===== config.mk =====
export PLATFORM = sky130hd
export DESIGN_NAME = gpio_pad_ctrl
export DESIGN_NICKNAME = d
export VERILOG_FILES = /design/src/rtl/gpio_pad_ctrl.sv
export SDC_FILE = /design/constraint.sdc
export NUM_CORES = 1
export LEC_CHECK = 0
export CAP_MARGIN = 30
export CORE_MARGIN = 2
export CORE_UTILIZATION = 35
export CTS_CLUSTER_SIZE = 16
export DETAILED_ROUTE_END_ITERATION = 12
export GPL_TIMING_DRIVEN = 0
export PLACE_DENSITY = 0.56
export SLEW_MARGIN = 20
export SYNTH_ARGS = -nofsm -noshare
export SYNTH_HDL_FRONTEND = slang
export SYNTH_SLANG_ARGS = --single-unit

===== constraint.sdc =====
create_clock -name clk -period 2.35 [get_ports clk]
set_input_delay 0.47 -clock clk [delete_from_list [all_inputs] [get_ports clk]]
set_output_delay 0.47 -clock clk [all_outputs]
set_load 0.1 [all_outputs]

===== src/rtl/gpio_pad_ctrl.sv =====
// GPIO pad controller: sequences pad power-up/down (ENABLE_H, HLD_H_N),
// holds drive configuration in shadow registers, forces safe input-only
// settings outside ACTIVE, and synchronizes and debounces the pad input.
// Ports:
//   clk, rst_n                       core clock, async active-low reset
//   pad_en                           1 requests power-up, 0 power-down
//   cfg_we, cfg_dm, cfg_inp_dis,     configuration write into shadow regs
//   cfg_slow
//   dout, doe                        core data / output enable to pad
//   din, din_rise, din_fall          debounced input and edge pulses
//   ready                            high in ACTIVE only
//   OUT, OE_N, DM, INP_DIS, SLOW,    pad-side controls
//   HLD_H_N, ENABLE_H, ENABLE_INP_H
//   IN                               raw pad input, asynchronous to clk
module gpio_pad_ctrl #(
    parameter int unsigned PWRUP_CYCLES    = 16,
    parameter int unsigned DEBOUNCE_CYCLES = 4
) (
    input  logic       clk,
    input  logic       rst_n,
    input  logic       pad_en,
    input  logic       cfg_we,
    input  logic [2:0] cfg_dm,
    input  logic       cfg_inp_dis,
    input  logic       cfg_slow,
    input  logic       dout,
    input  logic       doe,
    output logic       din,
    output logic       din_rise,
    output logic       din_fall,
    output logic       ready,
    output logic       OUT,
    output logic       OE_N,
    output logic [2:0] DM,
    output logic       INP_DIS,
    output logic       SLOW,
    output logic       HLD_H_N,
    output logic       ENABLE_H,
    output logic       ENABLE_INP_H,
    input  logic       IN
);

    localparam int unsigned     CNT_W      = 8;
    localparam logic [CNT_W-1:0] PWRUP_LAST = CNT_W'(PWRUP_CYCLES - 1);
    localparam logic [CNT_W-1:0] DEB_TGT    = CNT_W'(DEBOUNCE_CYCLES);
    localparam logic [CNT_W-1:0] CNT_MAX    = '1;
    localparam logic [2:0]       DM_SAFE    = 3'b001;

    typedef enum logic [2:0] {
        OFF     = 3'd0,
        SETTLE  = 3'd1,
        RELEASE = 3'd2,
        ACTIVE  = 3'd3,
        HOLD_DN = 3'd4
    } state_t;

    state_t           state_q, state_d;
    logic [CNT_W-1:0] pcnt_q, pcnt_d;
    logic [CNT_W-1:0] dcnt_q, dcnt_d;
    logic [CNT_W-1:0] dcnt_inc;
    logic [2:0]       sh_dm_q, sh_dm_d;
    logic             sh_inp_dis_q, sh_inp_dis_d;
    logic             sh_slow_q, sh_slow_d;
    logic             in_s1_q, in_s2_q;
    logic             din_dly_q;
    logic             frozen;

    logic             din_d, rise_d, fall_d, ready_d, out_d, oe_n_d;
    logic [2:0]       dm_d;
    logic             inp_dis_d, slow_d, hld_d, en_d;

    // State, counters, shadow config and all registered outputs
    always_ff @(posedge clk or negedge rst_n) begin
        if (!rst_n) begin
            state_q      <= OFF;
            pcnt_q       <= '0;
            dcnt_q       <= '0;
            sh_dm_q      <= DM_SAFE;
            sh_inp_dis_q <= 1'b0;
            sh_slow_q    <= 1'b0;
            in_s1_q      <= 1'b0;
            in_s2_q      <= 1'b0;
            din_dly_q    <= 1'b0;
            din          <= 1'b0;
            din_rise     <= 1'b0;
            din_fall     <= 1'b0;
            ready        <= 1'b0;
            OUT          <= 1'b0;
            OE_N         <= 1'b1;
            DM           <= DM_SAFE;
            INP_DIS      <= 1'b0;
            SLOW         <= 1'b0;
            HLD_H_N      <= 1'b0;
            ENABLE_H     <= 1'b0;
            ENABLE_INP_H <= 1'b0;
        end else begin
            state_q      <= state_d;
            pcnt_q       <= pcnt_d;
            dcnt_q       <= dcnt_d;
            sh_dm_q      <= sh_dm_d;
            sh_inp_dis_q <= sh_inp_dis_d;
            sh_slow_q    <= sh_slow_d;
            in_s1_q      <= IN;
            in_s2_q      <= in_s1_q;
            din_dly_q    <= din;
            din          <= din_d;
            din_rise     <= rise_d;
            din_fall     <= fall_d;
            ready        <= ready_d;
            OUT          <= out_d;
            OE_N         <= oe_n_d;
            DM           <= dm_d;
            INP_DIS      <= inp_dis_d;
            SLOW         <= slow_d;
            HLD_H_N      <= hld_d;
            ENABLE_H     <= en_d;
            ENABLE_INP_H <= en_d;
        end
    end

    // Next state, counters and output decode from the next state so pad
    // controls change in the same cycle as the state they belong to
    always_comb begin
        state_d      = state_q;
        pcnt_d       = pcnt_q;
        sh_dm_d      = sh_dm_q;
        sh_inp_dis_d = sh_inp_dis_q;
        sh_slow_d    = sh_slow_q;
        dcnt_d       = '0;
        dcnt_inc     = '0;
        din_d        = din;
        rise_d       = 1'b0;
        fall_d       = 1'b0;

        unique case (state_q)
            OFF: begin
                pcnt_d = '0;
                if (pad_en) state_d = SETTLE;
            end
            SETTLE: begin
                if (!pad_en) begin
                    state_d = OFF;
                    pcnt_d  = '0;
                end else if (pcnt_q >= PWRUP_LAST) begin
                    state_d = RELEASE;
                    pcnt_d  = '0;
                end else if (pcnt_q != CNT_MAX) begin
                    pcnt_d = pcnt_q + CNT_W'(1);
                end
            end
            RELEASE: state_d = ACTIVE;
            ACTIVE:  if (!pad_en) state_d = HOLD_DN;
            HOLD_DN: state_d = OFF;
            default: state_d = OFF;
        endcase

        if (cfg_we) begin
            sh_dm_d      = cfg_dm;
            sh_inp_dis_d = cfg_inp_dis;
            sh_slow_d    = cfg_slow;
        end

        // Debouncer: count consecutive disagreeing samples, frozen when the
        // input buffer is disabled or the pad is not fully powered
        frozen = (state_q != ACTIVE) || INP_DIS;
        if (!frozen) begin
            if (in_s2_q != din) begin
                dcnt_inc = (dcnt_q == CNT_MAX) ? dcnt_q : dcnt_q + CNT_W'(1);
                if (dcnt_inc >= DEB_TGT) begin
                    din_d  = in_s2_q;
                    dcnt_d = '0;
                end else begin
                    dcnt_d = dcnt_inc;
                end
            end
            rise_d = din & ~din_dly_q;
            fall_d = ~din & din_dly_q;
        end

        ready_d   = (state_d == ACTIVE);
        out_d     = ready_d & dout;
        oe_n_d    = ~(ready_d & doe);
        dm_d      = ready_d ? sh_dm_d : DM_SAFE;
        inp_dis_d = ready_d & sh_inp_dis_d;
        slow_d    = ready_d & sh_slow_d;
        hld_d     = (state_d == RELEASE) || (state_d == ACTIVE);
        en_d      = (state_d != OFF);
    end

endmodule


==> results of run 1 <==
## final timing paths
check                                   to  slack, ns  cells after the start
min in group clk                   in_s2_q       0.35                      0
worst max register to register         din       0.77                      4
worst min-delay path                   OUT       0.14                      1
worst max-delay path               INP_DIS       0.11                      1
worst min register to register     in_s2_q       0.35                      0
max in group asynchronous       sh_dm_q[0]       1.66                      2
## final cells by class
type | count | area [sq um] | share of cell area, %
plain buffers | 3 | 17.5 | 0.893
clock buffers | 6 | 82.6 | 4.21
clock inverters | 2 | 10.0 | 0.510
inverters | 1 | 3.75 | 0.191
multi-input cells | 78 | 509 | 26.0
flip-flops and latches | 40 | 1000 | 51.2
well taps | 50 | 62.6 | 3.19
repair buffers | 26 | 272 | 13.8
## repair_timing
action                     CTS  global route
resized for setup            3             1
hold buffers                 0             0
setup endpoints to repair    3             1
## through the flow
step	instances	area [sq um]	worst slack (ns)
after global placement	197	1850	-0.0474
after global routing	206	1960	0.0424
after floorplan	122	1540	0.556
after detailed placement	198	1870	0.246
after CTS	206	1960	0.00163
final	206	1960	0.107
## synth_stat cells
library cell	n	share of area [%]
dfrtp_1	37	61
nor2_1	13	3.2
and2_1	6	2.5
mux2_2	5	3.7
nand2_1	5	1.2
nor3_1	4	1.3
nor3b_1	4	2.0
a21oi_1	3	0.99
dfstp_2	3	5.2
nand3_1	3	0.99
o21ai_0	3	0.99
xor2_1	3	1.7
and3_1	2	0.82
buf_2	2	0.66
ha_1	2	1.6
nor2b_1	2	0.82
o21ai_1	2	0.66
or3_1	2	0.82
a311oi_2	1	0.99
a31oi_4	1	1.4
a41oi_1	1	0.58
buf_4	1	0.50
conb_1	1	0.25
inv_1	1	0.25
mux2_1	1	0.74
mux2i_1	1	0.66
nand2b_1	1	0.41
nand4_1	1	0.41
nand4bb_1	1	0.74
o21bai_1	1	0.50
or2_2	1	0.41
or4_1	1	0.50
or4_4	1	0.74
xnor2_1	1	0.58
## power by group through the flow
stage / sequential (mW) / combinational (mW) / clock (mW)
2_1_floorplan: 0.734 / 0.0309 / 0
3_3_place_gp: 0.730 / 0.0764 / 0
3_5_place_dp: 0.731 / 0.0826 / 0
4_1_cts: 0.717 / 0.0828 / 0.478
5_1_grt: 0.720 / 0.0903 / 0.511
6_report: 0.718 / 0.0809 / 0.460
## state kept, by name (all words and copies together) (netlist names), 3 cells and up
register  count
DM            3
sh_dm_q       3
dcnt_q        8
state_q       3
pcnt_q        8
## cell families (layout without fill, tap and decap cells)
kind of cell | count (synthesis) | in the layout | synth area share, %
compound gates | 12 | 12 | 6.11
simple gates | 47 | 47 | 16.9
mux | 7 | 7 | 5.12
xor+xnor | 4 | 4 | 2.31
buf+inv | 4 | 38 | 1.40
flops | 40 | 40 | 66.3
fa+ha+maj | 2 | 2 | 1.65
other cells | 1 | 6 | 0.247
## metal layers
metal / wire length [um] / part of all wire (%) / up-vias
li1: - / - / 467
met1: 1110 / 43 / 473
met2: 1240 / 48 / 31
met3: 192 / 7.4 / 6
met4: 48 / 1.9 / 0
met5: 0 / 0 / -
==> flow_metrics.env, run 1 <==
export IMPL_power_internal_mw=0.979
export IMPL_antennaDiodeCount=0
export IMPL_synthesis_area_sq_um=1520
export IMPL_antenna_found_initial=0
export IMPL_ir_drop_v=0.000454
export IMPL_critPathCaptureType="output port"
export IMPL_drive_gt1_share_pct=16.0
export IMPL_grt_pass1_vias=1006
export IMPL_busiest_layer="met2"
export IMPL_hold_ws_ns=0.142
export IMPL_crit_family="buffers and inverters"
export IMPL_switchingPower_mw=0.279
export IMPL_crit_arrival_ns=1.77
export IMPL_max_freq_mhz=446
export IMPL_drc=0
export IMPL_vias_per_cell=4.74
export IMPL_fin_crit_sh_pct=95.4
export IMPL_pwr_share_seq_pct=57.0
export IMPL_worstHoldPathType="primary input to async pin"
export IMPL_fillers=395
export IMPL_syn_to_final_growth_pct=29.4
export IMPL_postRouteAntennaNets=0
export IMPL_status="finished clean"
export IMPL_yosysSeqAreaShare_pct=66.3
export IMPL_gp_congestion=0.776
export IMPL_grt_pass1_wl_mm=4.63
export IMPL_setup_tns_ns=0
export IMPL_clk_pin_slew_ns=0.07
export IMPL_syn_area_per_cell_sq_um=13.0
export IMPL_yosys_warnings=0
export IMPL_cp_startpoint="INP_DIS"
export IMPL_met1_usage_pct=15.2
export IMPL_rows=23
export IMPL_insertion_delay_ns=0.28
export IMPL_io_pins=26
export IMPL_cts_tree="done"
export IMPL_synthCells=117
export IMPL_layout_min_cycle_time_ns=2.24
export IMPL_core_sq_um=4090
export IMPL_grt_overflow=0
export IMPL_max_slew_margin_rel_pct=34.3
export IMPL_rsz0062_at_grt="no"
export IMPL_start_util_pct=37.1
export IMPL_critPathBufInv=1
export IMPL_slew_violations=0
export IMPL_grt_max_degree=22
export IMPL_cts_root_buf="clkbuf_8"
export IMPL_finalSetupViolations=0
export IMPL_maxCapViolations=0
export IMPL_combPwrFrac_pct=6.4
export IMPL_total_power_mw=1.26
export IMPL_cts_sinks=40
export IMPL_htreeDepth=2
export IMPL_die_y_um=69.8
export IMPL_path_cells="clkdlybuf4s50_1"
export IMPL_gr_usage_met3_pct=5.52
export IMPL_max_stage_delay_ns=1.14
export IMPL_cp_required_ns=1.88
export IMPL_clockBufferDepth=2
export IMPL_synth_distinct_cells=34
export IMPL_die_w_um=69.8
export IMPL_grtUsageTotal_pct=12.3
export IMPL_reg2reg_from="dcnt_q[4]"
export IMPL_final_util_pct=48.0
export IMPL_final_common_cell="dfrtp_1"
export IMPL_numCtsBuffers=5
export IMPL_skew_ns=0.00181
export IMPL_crit_slowest_cell="clkdlybuf4s50_1"
export IMPL_drt_wl_total_mm=2.59
export IMPL_layout_common_cells="dfrtp_1 (37), clkdlybuf4s50_1 (20), nor2_1 (13)"
export IMPL_worstSetupPathType="register to output port"
export IMPL_power_density_nw_per_um2=641
export IMPL_fin_nets=169
export IMPL_drt_iter0_markers=35
export IMPL_crit_path_max_fanout=2
export IMPL_wl_per_cell_um=12.6
export IMPL_num_vias=977
export IMPL_worstMarginPinSlew_ns=0.983
export IMPL_pwr_share_clk_pct=36.5
export IMPL_hpwl_mm=1.87
export IMPL_grt_use_met2_pct=18.4
export IMPL_startpoint_type="register"
export IMPL_die_area_sq_um=4880
export IMPL_hold_viol=0
export IMPL_power_switching_share_pct=22.2
export IMPL_post_cts_buffers=0
export IMPL_p_leak_nw=0.894
export IMPL_synth_seq_cells=40
export IMPL_first_pass_iters=4
export IMPL_place_port_buffers=25
No activity file was read; power rests on OpenSTA's default activity.
==> inputs of run 2 (changes only) <==
SKIP_CTS_REPAIR_TIMING = 1   (was default)
clock period = 2.15 ns   (was 2.35 ns; I/O delays follow)
==> run 2 against run 1 <==
- design area grew 1.8%
- combinational power up 9.3%
- sequential share of layout area is 0.93 points lower
- critical path depth did not move
- sequential cell count stayed put
- hold slack lost 0.040 ns
- via count fell by 0.31%
- wire length rose by 0.35%
- worst setup slack better by 0.068 ns
- non-clock buffer count unchanged
- sequential power rose by 9.2%
- cell count stayed put
- critical path type unchanged
- largest power group unchanged
==> flow_metrics.env, run 2 (synthesized netlist as in run 1, its figures left out) <==
export IMPL_postRouteAntennaNets=0
export IMPL_clockBufferDepth=2
export IMPL_worstHoldPathType="primary input to async pin"
export IMPL_power_density_nw_per_um2=689
export IMPL_first_pass_iters=4
export IMPL_critPathCaptureType="output port"
export IMPL_skew_ns=0.00123
export IMPL_num_vias=974
export IMPL_drc=0
export IMPL_layout_min_cycle_time_ns=1.97
export IMPL_layout_common_cells="dfrtp_1 (37), dlymetal6s2s_1 (14), nor2_1 (13), clkdlybuf4s50_1 (10)"
export IMPL_crit_arrival_ns=1.54
export IMPL_drt_iter0_markers=33
export IMPL_core_sq_um=4090
export IMPL_top_regs="dcnt_q x8, pcnt_q x8"
export IMPL_worstMarginPinSlew_ns=0.984
export IMPL_worstSetupPathType="register to output port"
export IMPL_max_freq_mhz=506
export IMPL_total_power_mw=1.38
export IMPL_max_stage_delay_ns=0.73
export IMPL_wl_per_cell_um=12.6
export IMPL_reg2reg_from="dcnt_q[4]"
export IMPL_slew_violations=0
export IMPL_clk_pin_slew_ns=0.07
export IMPL_p_leak_nw=1.09
export IMPL_finalSetupViolations=0
export IMPL_setup_tns_ns=0
export IMPL_grt_pass1_wl_mm=4.63
export IMPL_grtUsageTotal_pct=12.3
export IMPL_path_cells="dlymetal6s2s_1"
export IMPL_numCtsBuffers=5
export IMPL_hold_viol=0
export IMPL_crit_path_max_fanout=1
export IMPL_grt_pass1_vias=1006
export IMPL_r2r_setup_slack_ns=0.57
export IMPL_rr_worst_depth=4
export IMPL_status="finished clean"
export IMPL_reg2reg_to="din"
export IMPL_hpwl_mm=1.87
export IMPL_drive_gt1_share_pct=16.0
export IMPL_cts_sinks=40
export IMPL_cp_startpoint="DM[0]"
export IMPL_gp_congestion=0.776
export IMPL_crit_slowest_cell="dlymetal6s2s_1"
export IMPL_maxCapViolations=0
export IMPL_critPathBufInv=1
export IMPL_grt_max_degree=22
export IMPL_cts_root_buf="clkbuf_8"
export IMPL_antennaDiodeCount=0
export IMPL_grt_overflow=0
export IMPL_io_pins=26
export IMPL_die_area_sq_um=4880
export IMPL_rows=23
export IMPL_start_util_pct=37.1
export IMPL_die_y_um=69.8
export IMPL_rsz0062_at_grt="no"
export IMPL_fin_nets=169
export IMPL_vias_per_cell=4.73
export IMPL_drt_wl_total_mm=2.60
export IMPL_place_port_buffers=25
export IMPL_cts_tree="done"
export IMPL_insertion_delay_ns=0.28
export IMPL_final_common_cell="dfrtp_1"
export IMPL_max_slew_margin_rel_pct=34.3
export IMPL_placed_cell_area_sq_um=1870
export IMPL_ir_drop_v=0.000496
export IMPL_cp_required_ns=1.72
export IMPL_fin_crit_sh_pct=91.8
export IMPL_die_w_um=69.8
export IMPL_syn_to_final_growth_pct=31.8
export IMPL_final_util_pct=48.9
export IMPL_antenna_found_initial=0
export IMPL_startpoint_type="register"
export IMPL_final_cell_area_sq_um=2000
export IMPL_htreeDepth=2
export IMPL_crit_family="buffers and inverters"
run 2: final cells by class:
| class | instances | area [sq um] |
|---|---|---|
| Inverter | 1 | 3.75 |
| Clock inverter | 2 | 10.0 |
| Tap cell | 50 | 62.6 |
| Multi-Input combinational cell | 78 | 509 |
| Clock buffer | 6 | 82.6 |
| Sequential cell | 40 | 1000 |
| Fill cell | 392 | 2090 |
| Timing Repair Buffer | 26 | 308 |
| Buffer | 3 | 17.5 |
run 2: metal layers:
layer  track usage (%)  wire length [um]  part of all wire [%]  vias up
met5                 0                 0                     0        -
met4              5.56                48                   1.8        0
met3              5.52               182                   7.0        6
met2              18.4              1250                    48       26
met1              15.2              1110                    43      476
li1                  -                 -                     -      466
run 2: worst max-delay path by stage:
stage | endpoint | cells past startpoint | slack [ns]
final | DM[0] | 1 | 0.18
after global routing | DM[0] | 1 | 0.13
after CTS | DM[0] | 1 | -0.24
after detailed placement | DM[0] | 1 | 0.09
after global placement | pcnt_q[7] | 1 | -0.21
after floorplan | ENABLE_INP_H | 1 | 0.40
run 2: power by group:
| group | switching (mW) | internal, mW | total, mW |
|---|---|---|---|
| logic | 0.0479 | 0.0405 | 0.0884 |
| clock network | 0.248 | 0.256 | 0.503 |
| registers | 0.0101 | 0.774 | 0.784 |
| total | 0.305 | 1.07 | 1.38 |
run 2: metrics by stage:
stage / instances / hold slack (ns) / worst slack [ns]
floorplan: 122 / 0.134 / 0.396
global placement: 197 / 0.333 / -0.207
detailed placement: 198 / 0.336 / 0.0859
CTS: 206 / 0.110 / -0.239
global route: 206 / 0.123 / 0.135
finish: 206 / 0.102 / 0.175
==> inputs of run 3 (changes only) <==
CELL_PAD_IN_SITES_DETAIL_PLACEMENT = 1   (was default)
CELL_PAD_IN_SITES_GLOBAL_PLACEMENT = 1   (was default)
PLACE_DENSITY = 0.66   (was 0.56)
==> run 3 against run 2 <==
- first-iteration DRC count grew 3.0%
- design area grew 3.3%
- clock-buffer cell count shrank 1
- non-clock buffer count is the same
- sequential share of layout area shrank 1.6 points
- register-to-register slack lost 0.11 ns
- combinational power grew 3.3%
- die area is the same
- via count grew 0.31%
- cell count is the same
- largest cell class unchanged
- largest power group is now clock
- highest routed layer unchanged
==> flow_metrics.env, run 3 (synthesized netlist as in run 1, its figures left out) <==
export IMPL_status="finished clean"
export IMPL_die_w_um=69.8
export IMPL_place_port_buffers=25
export IMPL_r2r_setup_slack_ns=0.46
export IMPL_ir_drop_v=0.000393
export IMPL_crit_arrival_ns=1.55
export IMPL_placed_cell_area_sq_um=1870
export IMPL_drc=0
export IMPL_cp_startpoint="DM[0]"
export IMPL_p_leak_nw=1.12
export IMPL_htreeDepth=2
export IMPL_cts_sinks=40
export IMPL_grt_pass1_wl_mm=5.13
export IMPL_slew_violations=0
export IMPL_maxCapViolations=0
export IMPL_max_freq_mhz=506
export IMPL_cp_required_ns=1.72
export IMPL_layout_min_cycle_time_ns=1.98
export IMPL_worstHoldPathType="primary input to async pin"
export IMPL_crit_slowest_cell="dlymetal6s2s_1"
export IMPL_final_cell_area_sq_um=2060
export IMPL_worstSetupPathType="register to output port"
export IMPL_syn_to_final_growth_pct=36.1
export IMPL_fin_crit_sh_pct=91.9
export IMPL_max_slew_margin_rel_pct=34.4
export IMPL_placedCellCount=198
export IMPL_startpoint_type="register"
export IMPL_power_density_nw_per_um2=825
export IMPL_rows=23
export IMPL_pwr_share_seq_pct=46.0
export IMPL_critPathCaptureType="output port"
export IMPL_grt_pass1_vias=1174
export IMPL_crit_family="buffers and inverters"
export IMPL_core_sq_um=4090
export IMPL_clockBufferDepth=2
export IMPL_drive_gt1_share_pct=16.0
export IMPL_postRouteAntennaNets=0
export IMPL_pwr_share_clk_pct=48.6
export IMPL_finalSetupViolations=0
export IMPL_cts_tree="done"
export IMPL_path_cells="dlymetal6s2s_1"
export IMPL_switchingPower_mw=0.309
export IMPL_die_area_sq_um=4880
export IMPL_skew_ns=0.00819
export IMPL_wl_per_cell_um=14.3
export IMPL_final_common_cell="dfrtp_1"
export IMPL_max_stage_delay_ns=0.75
export IMPL_worstMarginPinSlew_ns=0.983
export IMPL_hpwl_mm=2.14
export IMPL_vias_per_cell=4.74
export IMPL_gp_congestion=0.724
export IMPL_cts_root_buf="clkbuf_8"
export IMPL_io_pins=26
export IMPL_critPathBufInv=1
export IMPL_numCtsBuffers=5
export IMPL_drt_wl_total_mm=2.94
export IMPL_start_util_pct=37.1
export IMPL_instances_no_fill=206
export IMPL_combPwrFrac_pct=5.4
export IMPL_antennaDiodeCount=0
export IMPL_crit_path_max_fanout=1
export IMPL_reg2reg_from="dcnt_q[0]"
export IMPL_antenna_found_initial=0
export IMPL_hold_viol=0
export IMPL_grt_overflow=0
export IMPL_drt_iter0_markers=34
export IMPL_clk_pin_slew_ns=0.08
export IMPL_die_y_um=69.8
export IMPL_num_vias=977
export IMPL_top_regs="dcnt_q x8, pcnt_q x8"
export IMPL_power_internal_mw=1.40
export IMPL_rsz0062_at_grt="no"
export IMPL_fin_nets=169
export IMPL_layout_common_cells="dfrtp_1 (37), dlymetal6s2s_1 (14), nor2_1 (13), clkdlybuf4s50_1 (10)"
export IMPL_insertion_delay_ns=0.28
export IMPL_first_pass_iters=4
export IMPL_power_switching_share_pct=18.1
export IMPL_grtUsageTotal_pct=13.4
export IMPL_grt_max_degree=23
==> run 3: stage by stage <==
| stage | setup TNS [ns] | utilization, % | setup slack [ns] | hold WS, ns | total power [mW] |
|---|---|---|---|---|---|
| after global placement | -8.77 | 45.2 | -0.239 | 0.337 | 0.882 |
| after floorplan | 0 | - | 0.396 | 0.134 | 0.836 |
| after detailed placement | 0 | 45.8 | 0.0946 | 0.364 | 0.891 |
| after CTS | -1.19 | 49.7 | -0.217 | 0.0960 | 1.72 |
| after global routing | 0 | 50.5 | 0.142 | 0.100 | 1.77 |
| final | 0 | 50.5 | 0.175 | 0.0904 | 1.70 |
==> run 3: power groups by stage <==
stage                     clock network, mW  logic (mW)  registers [mW]
final                                 0.829      0.0913           0.784
after global routing                  0.887       0.102           0.786
after CTS                             0.848      0.0925           0.784
after detailed placement                  0      0.0920           0.799
after global placement                    0      0.0840           0.798
after floorplan                           0      0.0337           0.803
==> run 3: cell type report <==
class	instances	area, sq um
fill	435	2020
sequential	40	1000
multi-input combinational	78	509
timing repair buffer	26	308
clock inverter	3	90.1
clock buffer	5	68.8
tap	50	62.6
buffer	3	17.5
inverter	1	3.75
==> run 3: worst paths after layout <==
check	end	cells past startpoint
worst max register to register	din	5
worst max-delay path	DM[0]	1
min in group clk	in_s2_q	0
worst min-delay path	DM[2]	1
worst min register to register	in_s2_q	0
max in group asynchronous	OE_N	2
==> run 3: metal layers <==
metal	vias to the layer above	wire [um]	global-route usage (%)
li1	469	-	-
met1	485	1200	14.7
met2	21	1600	24.7
met3	2	128	3.63
met4	0	19	4.49
met5	-	0	0
